==> config.mk <==
export PLATFORM = sky130hd
export DESIGN_NAME = mdr_mult_core_flat
export DESIGN_NICKNAME = d
export VERILOG_FILES = /design/src/rtl/mdr_mult_core_if.sv /design/src/rtl/mdr_mult_core.sv /design/src/flat_wrapper.sv
export SDC_FILE = /design/constraint.sdc
export NUM_CORES = 1
export LEC_CHECK = 0
export BUFFER_PORTS_ARGS = -buffer_cell sky130_fd_sc_hd__buf_2
export CAP_MARGIN = 20
export CORE_MARGIN = 2
export CORE_UTILIZATION = 50
export DETAILED_ROUTE_END_ITERATION = 10
export PLACE_DENSITY = 0.74
export RECOVER_POWER = 50
export SYNTH_ARGS = -nofsm -noshare
export SYNTH_HDL_FRONTEND = slang
export SYNTH_SLANG_ARGS = --single-unit
==> constraint.sdc <==
create_clock -name clk -period 3.7 [get_ports clk]
set_clock_uncertainty 0.05 [all_clocks]
set_input_delay 0.555 -clock clk [delete_from_list [all_inputs] [get_ports clk]]
set_output_delay 0.555 -clock clk [all_outputs]
set_load 0.02 [all_outputs]
==> src/rtl/mdr_mult_core_if.sv <==
// Handshake and operand bus between the MDR controller and the shift-add multiplier core.
// The bus parameter DW must match the core's DW.
interface mdr_mult_core_if #(
  parameter int DW = 16
);
  logic              i_start;
  logic              i_abort;
  logic [DW-1:0]     i_multiplier;
  logic [DW-1:0]     i_multiplicand;
  logic              o_mcand_ld;
  logic              o_ready;
  logic              o_busy;
  logic              o_done;
  logic [2*DW-1:0]   o_product;

  modport master (
    output i_start, i_abort, i_multiplier, i_multiplicand,
    input  o_mcand_ld, o_ready, o_busy, o_done, o_product
  );

  modport slave (
    input  i_start, i_abort, i_multiplier, i_multiplicand,
    output o_mcand_ld, o_ready, o_busy, o_done, o_product
  );
endinterface

==> src/rtl/mdr_mult_core.sv <==
// Sequential radix-2 multiplier reading the external multiplicand register every iteration.
// Define SIGNED_MULT_EN for two's-complement Booth recoding; the default build is unsigned shift-add.
module mdr_mult_core #(
  parameter int DW = 16
) (
  input  logic               clk,
  input  logic               rst,
  mdr_mult_core_if.slave     bus
);

  localparam int CW = $clog2(DW);

  typedef enum logic [1:0] {
    IDLE = 2'd0,
    RUN  = 2'd1,
    DONE = 2'd2
  } state_e;

  state_e            state_q, state_d;
  logic [DW:0]       a_q, a_d;
  logic [DW-1:0]     q_q, q_d;
  logic [CW-1:0]     count_q, count_d;
  logic [2*DW-1:0]   product_q, product_d;
  logic [DW:0]       sum;
`ifdef SIGNED_MULT_EN
  logic              qm1_q, qm1_d;
  logic [DW:0]       mExt;
`endif

  always_ff @(posedge clk or negedge rst) begin
    if (!rst) begin
      state_q   <= IDLE;
      a_q       <= '0;
      q_q       <= '0;
      count_q   <= '0;
      product_q <= '0;
`ifdef SIGNED_MULT_EN
      qm1_q     <= 1'b0;
`endif
    end else begin
      state_q   <= state_d;
      a_q       <= a_d;
      q_q       <= q_d;
      count_q   <= count_d;
      product_q <= product_d;
`ifdef SIGNED_MULT_EN
      qm1_q     <= qm1_d;
`endif
    end
  end

  // The multiplicand is never captured: every RUN cycle uses the live register output.
  always_comb begin
    state_d   = state_q;
    a_d       = a_q;
    q_d       = q_q;
    count_d   = count_q;
    product_d = product_q;
    sum       = a_q;
`ifdef SIGNED_MULT_EN
    qm1_d     = qm1_q;
    mExt      = {bus.i_multiplicand[DW-1], bus.i_multiplicand};
`endif
    case (state_q)
      IDLE: begin
        if (bus.i_start) begin
          q_d     = bus.i_multiplier;
          a_d     = '0;
          count_d = '0;
`ifdef SIGNED_MULT_EN
          qm1_d   = 1'b0;
`endif
          state_d = RUN;
        end
      end
      RUN: begin
        if (bus.i_abort) begin
          count_d = '0;
          state_d = IDLE;
        end else begin
`ifdef SIGNED_MULT_EN
          case ({q_q[0], qm1_q})
            2'b01:   sum = a_q + mExt;
            2'b10:   sum = a_q - mExt;
            default: sum = a_q;
          endcase
          a_d   = {sum[DW], sum[DW:1]};
          qm1_d = q_q[0];
`else
          if (q_q[0]) begin
            sum = {1'b0, a_q[DW-1:0]} + {1'b0, bus.i_multiplicand};
          end
          a_d = {1'b0, sum[DW:1]};
`endif
          q_d     = {sum[0], q_q[DW-1:1]};
          count_d = count_q + CW'(1);
          if (count_q == CW'(DW - 1)) begin
            state_d = DONE;
          end
        end
      end
      DONE: begin
        product_d = {a_q[DW-1:0], q_q};
        state_d   = IDLE;
      end
      default: state_d = IDLE;
    endcase
  end

  always_comb begin
    bus.o_mcand_ld = bus.i_start & (state_q == IDLE);
    bus.o_ready    = (state_q == IDLE);
    bus.o_busy     = (state_q == RUN);
    bus.o_done     = (state_q == DONE);
    bus.o_product  = product_q;
  end

endmodule

==> src/flat_wrapper.sv <==
// flat-port wrapper written by rule: the top's interface ports become plain ports
module mdr_mult_core_flat 
#(
  parameter int DW = 16
)
  (clk, rst, bus_i_start, bus_i_abort, bus_i_multiplier, bus_i_multiplicand, bus_o_mcand_ld, bus_o_ready, bus_o_busy, bus_o_done, bus_o_product);
  mdr_mult_core_if #(.DW(DW)) bus_i ();
  input  logic clk;
  input  logic rst;
  input wire logic [$bits(bus_i.i_start)-1:0] bus_i_start;
  input wire logic [$bits(bus_i.i_abort)-1:0] bus_i_abort;
  input wire logic [$bits(bus_i.i_multiplier)-1:0] bus_i_multiplier;
  input wire logic [$bits(bus_i.i_multiplicand)-1:0] bus_i_multiplicand;
  output wire logic [$bits(bus_i.o_mcand_ld)-1:0] bus_o_mcand_ld;
  output wire logic [$bits(bus_i.o_ready)-1:0] bus_o_ready;
  output wire logic [$bits(bus_i.o_busy)-1:0] bus_o_busy;
  output wire logic [$bits(bus_i.o_done)-1:0] bus_o_done;
  output wire logic [$bits(bus_i.o_product)-1:0] bus_o_product;
  assign bus_i.i_start = bus_i_start;
  assign bus_i.i_abort = bus_i_abort;
  assign bus_i.i_multiplier = bus_i_multiplier;
  assign bus_i.i_multiplicand = bus_i_multiplicand;
  assign bus_o_mcand_ld = bus_i.o_mcand_ld;
  assign bus_o_ready = bus_i.o_ready;
  assign bus_o_busy = bus_i.o_busy;
  assign bus_o_done = bus_i.o_done;
  assign bus_o_product = bus_i.o_product;
  mdr_mult_core #(.DW(DW)) u_core (.clk(clk), .rst(rst), .bus(bus_i));
endmodule
==> out/metrics.csv, run 1 <==
stage,metric,value,unit
drt,routedWlPerCell,14.7,um
placed_design,dpl.hpwl,5480,um
clock_tree,ctsLongestPathBuffers,2,
job,drv_cap,1,
final_layout,drive_gt1_frac,0.289,
final_layout,multi_input_area,1800,um^2
drt,drt_iter0_markers,88,
min_path,hold_end,u_core.q_q[9]$_DFFE_PN0P_,
setup_path,critPathKind,flop to flop,
floorplan,row_count,31,
power_and_ir_drop,fin_total_pwr,2.64,mW
clock_tree,cts_num_sinks,70,
final_layout,fillers,625,
global_routing,grt_usage,0.199,
drt,vias,2730,
clock_tree,cts-hold-fix-buffers,0,
placed_design,portBuffers,71,
clock_tree,cts_tree,yes,
final_layout,finish.utilization,0.609,
synth,synth_edf_count,0,
synth,yosysTopAreaCell,dfrtp_1,
floorplan,core,7140,um^2
synth,synth_top_area_share,0.484,
synth,yosysWarnings,0,
floorplan,die-area,7940,um^2
synth,synth_nets,388,
floorplan,dieHeight,89.1,um
sta,hold_viol,0,
sta,fin_crit_sh,0.716,
sta,rsz0062_at_grt,no,
sta,tightestPinTransition,1.54,ns
global_routing,grt_max_degree,30,
drt,via_per_inst,5.34,
final_layout,syn2layout_area_growth,20.0,%
setup_path,r2r-start,u_core.a_q[0]$_DFFE_PN0P_,
drt,highest_layer,met4,
synth,netlist_area,3620,um^2
sta,drv_slew,30,
floorplan,ios,72,
synth,synth_cell_types,41,
synth,yosysSeqAreaShare,0.484,
floorplan,initial_utilization,0.507,
sta,max_freq,377,MHz
drt,dr.pass1.iters,4,
final_layout,antenna_cells,0,
synth,synthCells,334,
setup_path,reg2reg_to,u_core.a_q[13]$_DFFE_PN0P_,
outcome,failed_checks,"capacitance limit, slew limit",
synth,synth-seq-cells,70,
clock_tree,ctsResizeCount,0,
min_path,min_from,u_core.q_q[9]$_DFFE_PN0P_,
setup_path,crit_arrival,2.82,ns
clock_tree,cts_setup_buffers,0,
synth,avgSynthCellArea,10.8,um^2
outcome,status,"finished, violations left",
sta,setup_viol,0,
min_path,whs_path_depth,2,
setup_path,r2r_slack,1.05,ns
final_layout,stdcell_count,511,
global_routing,grt_antenna_before_repair,0,
global_routing,grt_pass1_wl,12100,um
synth,synthArstFlopShare,1.00,
placed_design,place_inst,494,
floorplan,die_w,89.1,um
drt,drc_errors,0,
placed_design,globalplace.congestion,0.804,
sta,maxSlewHeadroom,-0.0245,
sta,fin_tns_setup,0,ns
clock_tree,clock_latency,0.35,ns
drt,wl_met1,3480,um
clock_tree,cts_buffers,9,
drt,drtAntennaViolNets,0,
final_layout,final_cell_mix,"dfrtp_1, buf_2, o21ai_0, nand2_1, mux2_2",
power_and_ir_drop,p_leak,2.22,nW
setup_path,required,3.87,ns
final_layout,seq_area,1750,um^2
min_path,hp-class,flop to flop,
synth,synth_ff_type,dfrtp_1,
final_layout,mostFrequentLayoutCell,dfrtp_1,
drt,met2_length,3590,um
power_and_ir_drop,ir_worst_vdd,0.000309,V
setup_path,cp_max_fo,4,
clock_tree,clkSlewWorstSetupHoldPaths,0.07,ns
clock_tree,clock-root-buffer,clkbuf_8,
global_routing,grt_pass1_vias,2594,
drt,dr_wl_met3,387,um
final_layout,fin_nets,461,
global_routing,grt-ovfl-total,0,
power_and_ir_drop,p_per_area,607,nW/um^2
drt,routed_wl,7530,um
setup_path,reg2reg_depth,8,
sta,final.min_clock_period,2.65,ns
setup_path,end_kind,flop,
setup_path,critPathLaunchType,flop,
synth,yosys-top-cells-area,"dfrtp_1, mux2_2, ha_1",
clock_tree,cts.htree.levels,3,
-- layout make-up --
class | instances | area share
multi-input cells | 245 | 0.414
repair buffers | 78 | 0.0899
well taps | 99 | 0.0285
clock buffers | 9 | 0.0285
flip-flops and latches | 70 | 0.403
clock inverters | 7 | 0.0334
inverters | 3 | 0.00259
-- critical path, cell delays in order (launching register included) --
cell      delay (ns)
dfrtp_1         0.41
ha_1            0.23
fa_1            0.40
a21o_1          0.22
a221oi_2        0.40
o211ai_2        0.16
a31oi_2         0.24
nor4_1          0.06
or3_1           0.35
-- layer usage --
layer / vias to the layer above / GRT usage
met5: - / 0
met4: 0 / 0.0611
met3: 5 / 0.0489
met2: 67 / 0.322
met1: 1320 / 0.265
li1: 1338 / -
-- sequential cells by signal, indices dropped and copies added, names as in the netlist --
name / flops
u_core.bus.o_product: 32
u_core.q_q: 16
u_core.state_q: 2
u_core.count_q: 4
u_core.a_q: 16
-- report_power, final --
| group | switching [mW] | internal, mW |
|---|---|---|
| sequential | 0.146 | 0.892 |
| combinational | 0.419 | 0.363 |
| clock | 0.299 | 0.519 |
| total | 0.864 | 1.77 |
-- kinds of logic after synthesis --
logic type      Yosys count  share of synthesized area
compound gates           85                      0.146
xor+xnor                 13                     0.0314
fa+ha+maj                18                     0.0643
buf+inv                  19                     0.0211
flops                    70                      0.484
mux                      53                      0.158
simple gates             76                     0.0961
-- Yosys cell counts, types with 2 or more instances --
| cell type | instances |
|---|---|
| and3_1 | 2 |
| nand2_1 | 39 |
| buf_2 | 4 |
| nor3b_1 | 3 |
| clkbuf_1 | 8 |
| nor2b_1 | 4 |
| a22oi_1 | 5 |
| a31oi_1 | 3 |
| nand3_1 | 3 |
| o21ai_0 | 41 |
| nand2b_1 | 3 |
| a21oi_1 | 12 |
| nor2_1 | 15 |
| mux2i_1 | 21 |
| mux2_2 | 32 |
| dfrtp_1 | 70 |
| inv_1 | 3 |
| xnor2_1 | 10 |
| buf_1 | 4 |
| xor2_1 | 3 |
| ha_1 | 17 |
| a21boi_0 | 2 |
| a211oi_1 | 3 |
| o21a_1 | 6 |
| or3_1 | 2 |
| a21o_1 | 4 |
-- worst max path at each step --
stage	start	end	cells past startpoint
final	u_core.a_q[0]$_DFFE_PN0P_	u_core.a_q[13]$_DFFE_PN0P_	8
after global routing	rst	u_core.a_q[15]$_DFFE_PN0P_	2
after CTS	u_core.a_q[0]$_DFFE_PN0P_	u_core.a_q[13]$_DFFE_PN0P_	8
after detailed placement	bus_i_multiplicand[0]	u_core.a_q[13]$_DFFE_PN0P_	9
after global placement	bus_i_multiplicand[0]	u_core.a_q[13]$_DFFE_PN0P_	9
after floorplan	bus_i_multiplicand[0]	u_core.a_q[13]$_DFFE_PN0P_	8
-- through the flow --
step	hold WS, ns	cell area, um^2	worst slack, ns
after floorplan	0.209	3620	1.10
after global placement	0.431	4090	0.842
after detailed placement	0.439	4090	0.821
after CTS	0.200	4350	1.05
after global routing	0.449	4340	0.695
final	0.454	4340	1.05
(Power assumes the default switching activity.)
==> run 2: changes to the inputs <==
Settings changed: ABC_AREA set to 1, PLACE_DENSITY 0.74 to 0.76.
Clock period 3.7 ns to 2.35 ns, I/O delays scaled along.
==> run 2 against run 1 <==
Effect of this change:
- synthesized cell count rose by 54%
- sequential share of layout area fell by 2.1 points
- critical path depth rose by 2
- first-iteration DRC count rose to 2.6 times the previous value
- fmax rose by 30%
- flip-flop and latch count did not move
- non-clock buffer count rose by 2
- the run now ends clean
- final area rose by 5.6%
- critical endpoint is now u_core.q_q[3]$_DFFE_PN0P_
- utilization fell by 1.2 points
- clock power rose by 20%
- wire length rose by 22%
==> out/metrics.csv, run 2 <==
stage,metric,value,unit,change
synth,synth_cell_types,35,,was 41
placed_design,place_inst,675,,was 494
floorplan,die-area,8620,um^2,was 7940 um^2
floorplan,ios,72,,unchanged
drt,drt_iter0_markers,230,,was 88
final_layout,postLayoutCellArea,4590,um^2,was 4340 um^2
clock_tree,clock-root-buffer,clkbuf_8,,unchanged
synth,synthArstFlopShare,1.00,,unchanged
clock_tree,clkSlewWorstSetupHoldPaths,0.08,ns,was 0.07 ns
global_routing,grt_antenna_before_repair,0,,unchanged
drt,dr.pass1.iters,5,,was 4
final_layout,final_cell_mix,"nand2_1, inv_1, dfrtp_1, o21ai_0, buf_2",,"was dfrtp_1, buf_2, o21ai_0, nand2_1, mux2_2"
setup_path,crit_arrival,2.20,ns,was 2.82 ns
synth,yosysMostFrequentCell,nand2_1,,was dfrtp_1
sta,maxSlewHeadroom,0.324,,was -0.0245
placed_design,portBuffers,71,,unchanged
sta,setup_viol,0,,unchanged
synth,yosysWarnings,0,,unchanged
power_and_ir_drop,ir_worst_vdd,0.000431,V,was 0.000309 V
synth,yosysTopAreaCell,dfrtp_1,,unchanged
job,drv_cap,0,,was 1
synth,synthCells,513,,was 334
floorplan,initial_utilization,0.513,,was 0.507
drt,vias,3548,,was 2730
synth,yosysSeqAreaShare,0.444,,was 0.484
sta,rsz0062_at_grt,no,,unchanged
setup_path,required,2.52,ns,was 3.87 ns
floorplan,row_count,32,,was 31
synth,netlist_area,3950,um^2,was 3620 um^2
outcome,status,completed,,"was finished, violations left"
drt,drc_errors,0,,unchanged
sta,max_freq,492,MHz,was 377 MHz
clock_tree,cts_tree,yes,,unchanged
power_and_ir_drop,p_per_area,879,nW/um^2,was 607 nW/um^2
power_and_ir_drop,p_leak,2.47,nW,was 2.22 nW
floorplan,die_w,92.8,um,was 89.1 um
sta,drv_slew,0,,was 30
synth,synth_nets,567,,was 388
sta,hold_slack,0.218,ns,was 0.454 ns
synth,synth.cells.most_frequent,"nand2_1, inv_1, dfrtp_1, o21ai_0, a21oi_1",,"was dfrtp_1, o21ai_0, nand2_1, mux2_2, mux2i_1"
setup_path,critPathKind,flop to flop,,unchanged
global_routing,grt_pass1_wl,15600,um,was 12100 um
final_layout,finish.utilization,0.597,,was 0.609
global_routing,grt_pass1_vias,3267,,was 2594
synth,synth-seq-cells,70,,unchanged
drt,highest_layer,met4,,unchanged
synth,synth_ff_type,dfrtp_1,,unchanged
final_layout,drive_gt1_frac,0.166,,was 0.289
setup_path,end_kind,flop,,unchanged
sta,final.min_clock_period,2.03,ns,was 2.65 ns
synth,synth_top_area_share,0.444,,was 0.484
drt,dr_wl_met3,558,um,was 387 um
sta,hold_viol,0,,unchanged
power_and_ir_drop,fin_total_pwr,4.03,mW,was 2.64 mW
sta,fin_crit_sh,0.865,,was 0.716
drt,routedWlPerCell,13.2,um,was 14.7 um
synth,avgSynthCellArea,7.69,um^2,was 10.8 um^2
drt,wl_met1,4170,um,was 3480 um
min_path,hp-class,primary input to flop,,was flop to flop
clock_tree,clock_latency,0.35,ns,about the same
clock_tree,ctsLongestPathBuffers,2,,unchanged
floorplan,core,7690,um^2,was 7140 um^2
placed_design,dpl.hpwl,6940,um,was 5480 um
synth,yosys-top-cells-area,"dfrtp_1, nand2_1, inv_1",,"was dfrtp_1, mux2_2, ha_1"
min_path,min_from,bus_i_multiplier[8],,was u_core.q_q[9]$_DFFE_PN0P_
synth,synth_edf_count,0,,unchanged
final_layout,syn2layout_area_growth,16.3,%,was 20.0%
final_layout,antenna_cells,0,,unchanged
drt,met2_length,4320,um,was 3590 um
global_routing,grt-ovfl-total,0,,unchanged
drt,routed_wl,9160,um,was 7530 um
clock_tree,cts_setup_buffers,0,,unchanged
floorplan,dieHeight,92.8,um,was 89.1 um
clock_tree,cts_num_sinks,70,,unchanged
sta,fin_tns_setup,0,ns,unchanged
placed_design,place_area,4410,um^2,was 4090 um^2
setup_path,r2r-start,u_core.state_q[0]$_DFFE_PN0P_,,was u_core.a_q[0]$_DFFE_PN0P_
clock_tree,cts.htree.levels,3,,unchanged
setup_path,cp_max_fo,20,,was 4
setup_path,cp-startpoint,u_core.state_q[0]$_DFFE_PN0P_,,was u_core.a_q[0]$_DFFE_PN0P_
placed_design,preCtsSetupSlack,0.0157,ns,was 0.821 ns
clock_tree,cts_buffers,9,,unchanged
final_layout,largest_reg_flops,32,,unchanged
drt,drtAntennaViolNets,0,,unchanged
final_layout,stdcell_count,692,,was 511
drt,via_per_inst,5.13,,was 5.34
final_layout,mostFrequentLayoutCell,nand2_1,,was dfrtp_1
placed_design,globalplace.congestion,0.863,,was 0.804
final_layout,fin_nets,639,,was 461
sta,tightestPinTransition,1.01,ns,was 1.54 ns
global_routing,grt_max_degree,48,,was 30
sta,setup_slack,0.318,ns,was 1.05 ns
global_routing,grt_usage,0.229,,was 0.199
setup_path,critPathLaunchType,flop,,unchanged
-- run 2: cell types whose count changed in the layout (fill, tap and decap cells not counted), sizes merged, moves of 7 or more --
| cell | delta |
|---|---|
| a21oi | +12 |
| xnor2 | -8 |
| clkbuf | +9 |
| mux2 | -32 |
| buf | -7 |
| inv | +75 |
| o21ai | +21 |
| nand3 | +20 |
| nand2 | +123 |
| mux2i | -21 |
| o211ai | +16 |
-- run 2: cells by family after synthesis --
| group | Yosys count | share of synthesized area |
|---|---|---|
| flip-flops | 70 | 0.444 |
| AND/OR/NAND/NOR | 215 | 0.219 |
| XOR/XNOR | 4 | 0.00888 |
| adder cells (fa/ha/maj) | 18 | 0.0590 |
| AO/OA/AOI/OAI | 108 | 0.167 |
| buffers and inverters | 98 | 0.102 |
-- run 2: worst paths after layout --
kind / end / slack (ns) / depth (start not counted)
setup / recovery: u_core.q_q[3]$_DFFE_PN0P_ / 0.32 / 10
hold / removal: u_core.q_q[8]$_DFFE_PN0P_ / 0.22 / 3
setup reg to reg: u_core.q_q[3]$_DFFE_PN0P_ / 0.32 / 10
hold reg to reg: u_core.bus.o_product[20]$_DFFE_PN0P_ / 0.43 / 2
max in group asynchronous: u_core.bus.o_product[24]$_DFFE_PN0P_ / 0.46 / 3
min in group asynchronous: u_core.bus.o_product[19]$_DFFE_PN0P_ / 0.64 / 2
-- run 2: worst max-delay path: stages (launching register included) --
cell and delay [ns]:
dfrtp_1 0.41, inv_2 0.08, nor2_4 0.03, inv_2 0.06, or2_1 0.16, inv_4 0.04
nor2_2 0.36, inv_2 0.27, buf_4 0.25, o211ai_1 0.08, o21ai_0 0.12
-- run 2: cell type report --
cell class | instances | area, um^2
Inverter | 79 | 299
Sequential cell | 70 | 1750
Tap cell | 102 | 128
Clock buffer | 10 | 138
Fill cell | 732 | 3100
Timing Repair Buffer | 80 | 412
Multi-Input combinational cell | 345 | 1790
Clock inverter | 6 | 68.8
-- run 2: layer usage --
metal | global-route usage | vias up
met5 | 0 | -
met4 | 0.0466 | 0
met3 | 0.0570 | 11
met2 | 0.361 | 113
met1 | 0.324 | 1646
li1 | - | 1778
-- run 2: power by group --
part | internal (mW) | switching (mW) | total [mW] | leakage (nW)
clock | 0.524 | 0.459 | 0.983 | 0.103
sequential | 1.39 | 0.151 | 1.55 | 0.932
combinational | 0.528 | 0.976 | 1.50 | 1.44
-- run 2: what timing repair did --
| action | CTS | global route |
|---|---|---|
| hold endpoints to repair | 17 | 0 |
| setup endpoints to repair | 0 | 13 |
| gates resized for setup | 0 | 1 |
| hold buffers | 1 | 0 |
==> run 3: changes to the inputs <==
Settings changed: PLACE_DENSITY 0.76 to 0.73.
Clock period 2.35 ns to 2 ns, I/O delays scaled along.
==> run 3 against run 2 <==
Effect of this change:
- clock power is essentially flat
- first-iteration DRC count decreased by 28%
- critical endpoint is now u_core.a_q[12]$_DFFE_PN0P_
- critical path depth did not move
- count of clock-buffer cells in the layout shrank 1
- highest routed layer unchanged
- total power increased by 13%
==> out/metrics.csv, run 3 (same netlist as run 2, synthesis figures left out) <==
stage,metric,value,unit,change
outcome,status,completed,,unchanged
global_routing,grt_max_degree,64,,was 48
final_layout,drive_gt1_frac,0.147,,was 0.166
placed_design,globalplace.congestion,0.903,,was 0.863
clock_tree,clkSlewWorstSetupHoldPaths,0.08,ns,about the same
sta,fin_crit_sh,0.935,,was 0.865
final_layout,final_cell_mix,"nand2_1, inv_1, dfrtp_1, o21ai_0, buf_2",,unchanged
clock_tree,ctsLongestPathBuffers,2,,unchanged
drt,dr.pass1.iters,4,,was 5
sta,maxSlewHeadroom,0.535,,was 0.324
placed_design,place_area,4440,um^2,was 4410 um^2
setup_path,end_kind,flop,,unchanged
final_layout,syn2layout_area_growth,15.9,%,was 16.3%
drt,drt_iter0_markers,166,,was 230
final_layout,fin_nets,641,,was 639
drt,drtAntennaViolNets,0,,unchanged
setup_path,cp_max_fo,3,,was 20
sta,rsz0062_at_grt,no,,unchanged
clock_tree,cts_setup_buffers,0,,unchanged
clock_tree,clock-root-buffer,clkbuf_8,,unchanged
power_and_ir_drop,ir_worst_vdd,0.000425,V,was 0.000431 V
power_and_ir_drop,fin_total_pwr,4.56,mW,was 4.03 mW
power_and_ir_drop,p_per_area,997,nW/um^2,was 879 nW/um^2
clock_tree,cts_num_sinks,70,,unchanged
clock_tree,cts_buffers,9,,unchanged
clock_tree,cts.htree.levels,3,,unchanged
drt,vias,3485,,was 3548
final_layout,largest_reg_flops,32,,unchanged
setup_path,critPathKind,flop to flop,,unchanged
floorplan,ios,72,,unchanged
placed_design,dpl.hpwl,6620,um,was 6940 um
floorplan,die_w,92.8,um,unchanged
global_routing,grt_pass1_wl,14800,um,was 15600 um
final_layout,postLayoutCellArea,4570,um^2,was 4590 um^2
sta,hold_viol,0,,unchanged
global_routing,grt_usage,0.217,,was 0.229
final_layout,stdcell_count,693,,was 692
final_layout,mostFrequentLayoutCell,nand2_1,,unchanged
floorplan,dieHeight,92.8,um,unchanged
global_routing,grt_pass1_vias,3139,,was 3267
sta,max_freq,535,MHz,was 492 MHz
final_layout,antenna_cells,0,,unchanged
floorplan,initial_utilization,0.513,,unchanged
sta,setup_viol,0,,unchanged
drt,via_per_inst,5.03,,was 5.13
clock_tree,clock_latency,0.34,ns,was 0.35 ns
floorplan,row_count,32,,unchanged
drt,drc_errors,0,,unchanged
drt,routedWlPerCell,13.1,um,was 13.2 um
sta,tightestPinTransition,0.697,ns,was 1.01 ns
final_layout,fillers,747,,was 732
drt,routed_wl,9040,um,was 9160 um
setup_path,crit_arrival,2.05,ns,was 2.20 ns
sta,final.min_clock_period,1.87,ns,was 2.03 ns
sta,fin_tns_setup,0,ns,unchanged
global_routing,grt-ovfl-total,0,,unchanged
clock_tree,cts_tree,yes,,unchanged
floorplan,core,7690,um^2,unchanged
placed_design,portBuffers,71,,unchanged
sta,drv_slew,0,,unchanged
setup_path,required,2.18,ns,was 2.52 ns
power_and_ir_drop,p_leak,2.41,nW,was 2.47 nW
placed_design,place_inst,677,,was 675
min_path,hp-class,primary input to flop,,unchanged
global_routing,grt_antenna_before_repair,0,,unchanged
job,drv_cap,0,,unchanged
floorplan,die-area,8620,um^2,unchanged
setup_path,critPathLaunchType,flop,,unchanged
==> run 3: cell types whose count changed in the layout (fill, tap and decap cells not counted), sizes merged <==
cell / before / now
buf: 58 / 48
clkinvlp: 1 / 2
clkbuf: 31 / 42
bufinv: 1 / 0
==> run 3: worst max-delay path: stages (launching register included) <==
cell	delay [ns]
dfrtp_1	0.39
ha_1	0.32
or2_2	0.31
nand3b_1	0.11
nand2_1	0.13
nand2_1	0.11
nand2_1	0.05
nand2_1	0.06
nand3_1	0.09
nand2_1	0.08
nand2_1	0.05
==> run 3: layout make-up <==
type | instances | area (um^2) | area share
flip-flops and latches | 70 | 1750 | 0.383
clock buffers | 9 | 124 | 0.0271
clock inverters | 6 | 38.8 | 0.00848
inverters | 79 | 299 | 0.0654
repair buffers | 82 | 438 | 0.0958
multi-input cells | 345 | 1790 | 0.392
well taps | 102 | 128 | 0.0279
==> run 3: repair_timing <==
item | CTS | global route
endpoints found under the setup margin | 0 | 5
endpoints found under the hold margin | 23 | 0
gates resized for setup | 0 | 2
hold buffers | 1 | 0
==> run 3: per-stage QoR <==
stage,hold WS [ns],setup WS [ns],utilization
6_report,0.169,0.130,0.595
4_1_cts,0.144,0.0589,0.599
3_5_place_dp,0.293,0.0379,0.577
5_1_grt,0.147,0.0287,0.595
2_1_floorplan,-0.0456,0.229,-
3_3_place_gp,0.292,0.0680,0.577
==> run 3: path summary, 6_finish.rpt <==
check | start | endpoint | slack, ns | depth (start not counted)
hold / removal | bus_i_multiplier[10] | u_core.q_q[10]$_DFFE_PN0P_ | 0.17 | 3
min in group asynchronous | rst | u_core.bus.o_product[19]$_DFFE_PN0P_ | 0.48 | 2
max in group asynchronous | rst | u_core.state_q[1]$_DFFE_PN0P_ | 0.74 | 3
hold reg to reg | u_core.bus.o_product[23]$_DFFE_PN0P_ | u_core.bus.o_product[23]$_DFFE_PN0P_ | 0.43 | 2
setup reg to reg | u_core.a_q[2]$_DFFE_PN0P_ | u_core.a_q[12]$_DFFE_PN0P_ | 0.13 | 10
setup / recovery | u_core.a_q[2]$_DFFE_PN0P_ | u_core.a_q[12]$_DFFE_PN0P_ | 0.13 | 10
==> run 3: where the power goes <==
group | internal (mW) | switching [mW]
clock | 0.440 | 0.545
sequential | 1.64 | 0.136
combinational | 0.651 | 1.15
==> run 3: per-layer routing <==
metal / track usage / routed length, um / vias to the layer above
li1: - / - / 1783
met1: 0.301 / 4210 / 1602
met2: 0.344 / 4230 / 91
met3: 0.0480 / 523 / 9
met4: 0.0625 / 81 / 0
met5: 0 / 0 / -
